--- src/rtl/instr_pipeline_ctrl.sv ---
// N-stage instruction pipeline controller: per-stage instruction/valid registers,
// fetch request generation, stall, flush and a draining halt that freezes the pipe.
module instr_pipeline_ctrl #(
    parameter int                STAGES      = 3,
    parameter int                WIDTH       = 8,
    parameter logic [WIDTH-1:0]  NOP         = 'h00,
    parameter logic [WIDTH-1:0]  HALT_OPCODE = 'hFF,
    parameter int                OCC_W       = $clog2(STAGES + 1)
) (
    input  logic                      CLK,
    input  logic                      RST,
    input  logic [WIDTH-1:0]          INSTR_IN,
    input  logic                      INSTR_VALID,
    input  logic                      STALL,
    input  logic                      FLUSH,
    output logic                      DISPATCH,
    output logic [STAGES*WIDTH-1:0]   STAGE_INSTR,
    output logic [STAGES-1:0]         STAGE_VALID,
    output logic [OCC_W-1:0]          OCCUPANCY,
    output logic                      HALT
);

    typedef enum logic [1:0] {
        S_RUN,
        S_HALTING,
        S_HALTED
    } state_t;

    state_t                    state_q, state_d;
    logic [STAGES*WIDTH-1:0]   stage_q, stage_d;
    logic [STAGES-1:0]         valid_q, valid_d;
    logic [OCC_W-1:0]          occ_q, occ_d;
    logic                      halt_q, halt_d;
    logic                      fetch;
    logic                      halt_retiring;

    // The PC steps on DISPATCH, so it must never rise while reset is held.
    assign DISPATCH      = (state_q == S_RUN) && !STALL && !RST;
    assign fetch         = DISPATCH && INSTR_VALID;
    assign halt_retiring = valid_q[STAGES-1] &&
                           (stage_q[(STAGES-1)*WIDTH +: WIDTH] == HALT_OPCODE);

    always_comb begin
        // NOTE: every combinational output gets a default first so no path
        // through the branches below can leave it unassigned and infer a latch.
        state_d = state_q;
        stage_d = stage_q;
        valid_d = valid_q;
        halt_d  = halt_q;
        occ_d   = '0;

        if (state_q != S_HALTED) begin
            if (FLUSH) begin
                stage_d = {STAGES{NOP}};
                valid_d = '0;
                state_d = S_RUN;
            end else if (!STALL) begin
                if (halt_retiring) begin
                    // Data stays frozen for post-mortem inspection; only validity drops.
                    state_d = S_HALTED;
                    halt_d  = 1'b1;
                    valid_d = '0;
                end else begin
                    stage_d = {stage_q[(STAGES-1)*WIDTH-1:0], (fetch ? INSTR_IN : NOP)};
                    valid_d = {valid_q[STAGES-2:0], fetch};
                    if (fetch && (INSTR_IN == HALT_OPCODE)) begin
                        state_d = S_HALTING;
                    end
                end
            end
        end

        // Occupancy is derived from the next valid bits so it tracks them on the same edge.
        for (int i = 0; i < STAGES; i++) begin
            occ_d = occ_d + OCC_W'(valid_d[i]);
        end
    end

    always_ff @(posedge CLK) begin
        // NOTE: sequential state uses non-blocking assignments so every register
        // samples the pre-edge values regardless of statement order.
        if (RST) begin
            state_q <= S_RUN;
            // NOTE: the stage array is reset because bubbles are defined to hold
            // NOP and downstream decode reads the data even when invalid.
            stage_q <= {STAGES{NOP}};
            valid_q <= '0;
            occ_q   <= '0;
            halt_q  <= 1'b0;
        end else begin
            state_q <= state_d;
            stage_q <= stage_d;
            valid_q <= valid_d;
            occ_q   <= occ_d;
            halt_q  <= halt_d;
        end
    end

    assign STAGE_INSTR = stage_q;
    assign STAGE_VALID = valid_q;
    assign OCCUPANCY   = occ_q;
    assign HALT        = halt_q;

endmodule

--- config.mk ---
export PLATFORM = sky130hd
export DESIGN_NAME = instr_pipeline_ctrl
export DESIGN_NICKNAME = d
export VERILOG_FILES = /design/src/rtl/instr_pipeline_ctrl.sv
export SDC_FILE = /design/constraint.sdc
export NUM_CORES = 1
export LEC_CHECK = 0
export CAP_MARGIN = 20
export CORE_MARGIN = 1
export CORE_UTILIZATION = 45
export CTS_CLUSTER_SIZE = 14
export DETAILED_ROUTE_END_ITERATION = 6
export GPL_TIMING_DRIVEN = 0
export MAX_ROUTING_LAYER = met4
export PLACE_DENSITY_LB_ADDON = 0.08
export SLEW_MARGIN = 40
export SYNTH_ARGS = -nofsm -noshare
export SYNTH_HDL_FRONTEND = slang
export SYNTH_SLANG_ARGS = --single-unit
--- constraint.sdc ---
create_clock -name CLK -period 2.2 [get_ports CLK]
set_clock_uncertainty 0.1 [all_clocks]
set_input_delay 0.44 -clock CLK [delete_from_list [all_inputs] [get_ports CLK]]
set_output_delay 0.44 -clock CLK [all_outputs]
set_load 0.05 [all_outputs]
==> key figures <==
STA
  – Period minus WS final: around 2.1 ns
  – Slew headroom: ~60%
  – Max-slew violations: 0
  – RSZ-0062 raised after global routing: no
  – Worst-margin pin slew: 0.594 ns
  – Final hold vios: 0
  – Max Fclk: approximately 480 MHz
  – Setup TNS: 0 ns
  – Final worst-path cycle share: 95.3%
  – PnR worst setup slack: 0.104 ns
  – Final setup viols: 0

Worst setup path
  – Crit start category: flop
  – R2R setup slack: 0.15 ns
  – Crit path largest cell delay: 0.84 ns
  – Reg2reg start: STAGE_VALID[2]
  – Worst path buffer plus inverter count: 1
  – Critical Path RT: ~1.7 ns
  – Critical-path cell list: clkdlybuf4s50_1
  – Reg2Reg Depth: 6
  – Setup CP Type: reg2out
  – Critical Path AT: 1.56 ns
  – R2R Path End: OCCUPANCY[0]
  – Crit path max-delay family: buffers and inverters
  – Slowest-stage cell, CP: clkdlybuf4s50_1
  – CP Capture Type: output pin
  – Crit-path max FO: 3

Placement
  – DP HPWL: between 2 and 2.5 mm
  – Buffers on Ports: 43
  – Dpl ws: -0.430 ns
  – Placed cell count: 204
  – Global placer's final weighted congestion: 0.772
  – DP Area: 1820 um2

Global route
  – First-pass GRT wire length: 5.02 mm
  – Antenna violations before repair: 0
  – GR Util All Layers: 21.5%
  – GRT overflow: 0
  – Largest net degree at the start of global routing: 11
  – Number of global-route vias before repair: between 1000 and 1500

Logic synthesis
  – Top cell type's share of synthesized area: 48.0%
  – Yosys top cell by area: dfxtp_1
  – Warnings, synthesis: 0
  – Synth unique cells: 33
  – Synth Cell Area: 1330 um2
  – Syn Area/Cell: 10.3 um2
  – Syn_nets: roughly 140
  – Flops & latches, synth: 32
  – Register area share after synthesis: 48.0%
  – Async SR Flop Fraction: 0%
  – Dominant cells by area after synthesis: dfxtp_1, o32ai_2, nand2b_1
  – Gate Count Post-Synth: 130
  – Post-synth EDFFs: 0
  – Most used DFF post-synth: dfxtp_1

Clock tree
  – Clk Latency, worst-skew pair: 0.33 ns
  – Maximum clock path buffer count: 2
  – Total CTS buffers: 5
  – Clock Sinks: 32
  – Post-CTS Setup Inserts: 0
  – Reg clk slew, reported paths: around 0.09 ns
  – CTS tree: built
  – Clk root buf: clkbuf_4
  – Htree depth: 2

Hold path
  – Hold Path Sink: HALT
  – HP Class: reg2reg
  – WHS Path Cells: 2
  – Hold Startpoint: HALT

Layout
  – Syn-to-layout area delta: 42.1%
  – Antenna cells: 0
  – Final layout net count: 194
  – Fin area: 1900 um2
  – Final core utilization: 68.2%
  – Share of cells above drive strength 1: 21.5%
  – Non-Filler Instances: 212

Floorplanning
  – Die height: 56.4 um
  – Initial Utilization: 48.0%
  – Die width: 56.4 um
  – Total core area: 2780 um2
  – Row Count: 19
  – # IOs: 44
  – Die Area: 3190 um2

Pwr
  – Leak pwr: 0.609 nW
  – Maximum vdd drop: 0.000488 V
  – Pwr/cell area: 549 nW/um2

Status
  – Status: complete, no violations

Drt
  – Routed len/inst: 14.3 um
  – Vias per inst: 5.53
  – DRT Pass-1 Iters: 4
  – Total Wirelength: 3.04 mm
  – Via count: 1173
  – DRC: 0
  – Post-DRT Antenna Nets: 0
  – Initial DRC Count: 30

Flow run
  – MaxCap Viol Count: 0
## power by group
part	internal (W)	total (W)	switching [W]
registers	0.000583	0.000586	0.00000281
logic	0.0000464	0.000112	0.0000653
clock network	0.000157	0.000342	0.000185
total	0.000787	0.00104	0.000253
## area by class of cell
class	count	area, um2
Tap cell	31	38.8
Buffer	9	60.1
Clock buffer	8	58.8
Inverter	9	33.8
Sequential cell	32	652
Timing Repair Buffer	43	428
Fill cell	246	886
Multi-Input combinational cell	80	624
## repair_timing
item                                    CTS  global route
endpoints found under the setup margin    2             2
gates resized for setup                   5             5
hold buffers                              0             0
gates cloned                              0             0
## routing by layer
metal	global-route usage, %	wire, um
met5	-	0
met3	7.60	149
met4	8.36	55
met2	31.4	1390
met1	27.2	1440
## Yosys cell counts, types with 2 or more instances
master / instances
o22ai_1: 4
a32oi_1: 2
nand4_1: 2
buf_2: 3
nand2b_1: 13
nor3_1: 2
a21oi_1: 6
o21ai_0: 4
clkbuf_1: 3
inv_1: 9
buf_6: 3
nand3_1: 5
a31oi_1: 2
o2bb2ai_1: 8
o32ai_2: 7
nor2_1: 9
dfxtp_1: 32
## layout by cell type (no fill, tap or decap), types with 3 or more instances in the layout
| master | instances |
|---|---|
| o22ai_1 | 4 |
| nand3_1 | 5 |
| clkbuf_1 | 5 |
| inv_1 | 9 |
| a21oi_1 | 6 |
| buf_6 | 3 |
| dfxtp_1 | 23 |
| nor2_1 | 9 |
| clkdlybuf4s50_1 | 41 |
| o32ai_2 | 7 |
| dfxtp_2 | 9 |
| o21ai_0 | 4 |
| o2bb2ai_1 | 8 |
| buf_2 | 4 |
| clkbuf_4 | 5 |
| nand2b_1 | 13 |
## worst min-delay path, stage by stage (launching register included)
cell and delay, ns:
dfxtp_1 0.34, a21oi_1 0.04, nor2_1 0.07
## flip-flops by register name (all words and copies together) (netlist names)
signal / count
STAGE_VALID: 3
state_q: 2
OCCUPANCY: 2
STAGE_INSTR: 24
HALT: 1
## cells by family after synthesis
group | count (synthesis) | share of synthesized area (%)
flip-flops | 32 | 48.0
adder cells (fa/ha/maj) | 1 | 1.50
buffers and inverters | 18 | 7.03
AO/OA/AOI/OAI | 39 | 25.9
AND/OR/NAND/NOR | 40 | 17.5
## worst max-delay path by stage
| stage | from | endpoint | slack [ns] | cells after the start |
|---|---|---|---|---|
| 2_1_floorplan | STAGE_INSTR[22] | OCCUPANCY[0] | 0.06 | 6 |
| 3_3_place_gp | RST | DISPATCH | -0.39 | 3 |
| 3_5_place_dp | RST | DISPATCH | -0.43 | 3 |
| 4_1_cts | RST | DISPATCH | 0.03 | 3 |
| 5_1_grt | STAGE_VALID[1] | STAGE_VALID[1] | 0.03 | 1 |
| 6_report | STAGE_VALID[1] | STAGE_VALID[1] | 0.10 | 1 |
## through the flow
step	hold slack, ns	total power [W]
2_1_floorplan	0.449	0.000663
3_3_place_gp	0.348	0.000709
3_5_place_dp	0.355	0.000711
4_1_cts	0.381	0.00106
5_1_grt	0.403	0.00110
6_report	0.376	0.00104
(Power assumes the default switching activity.)
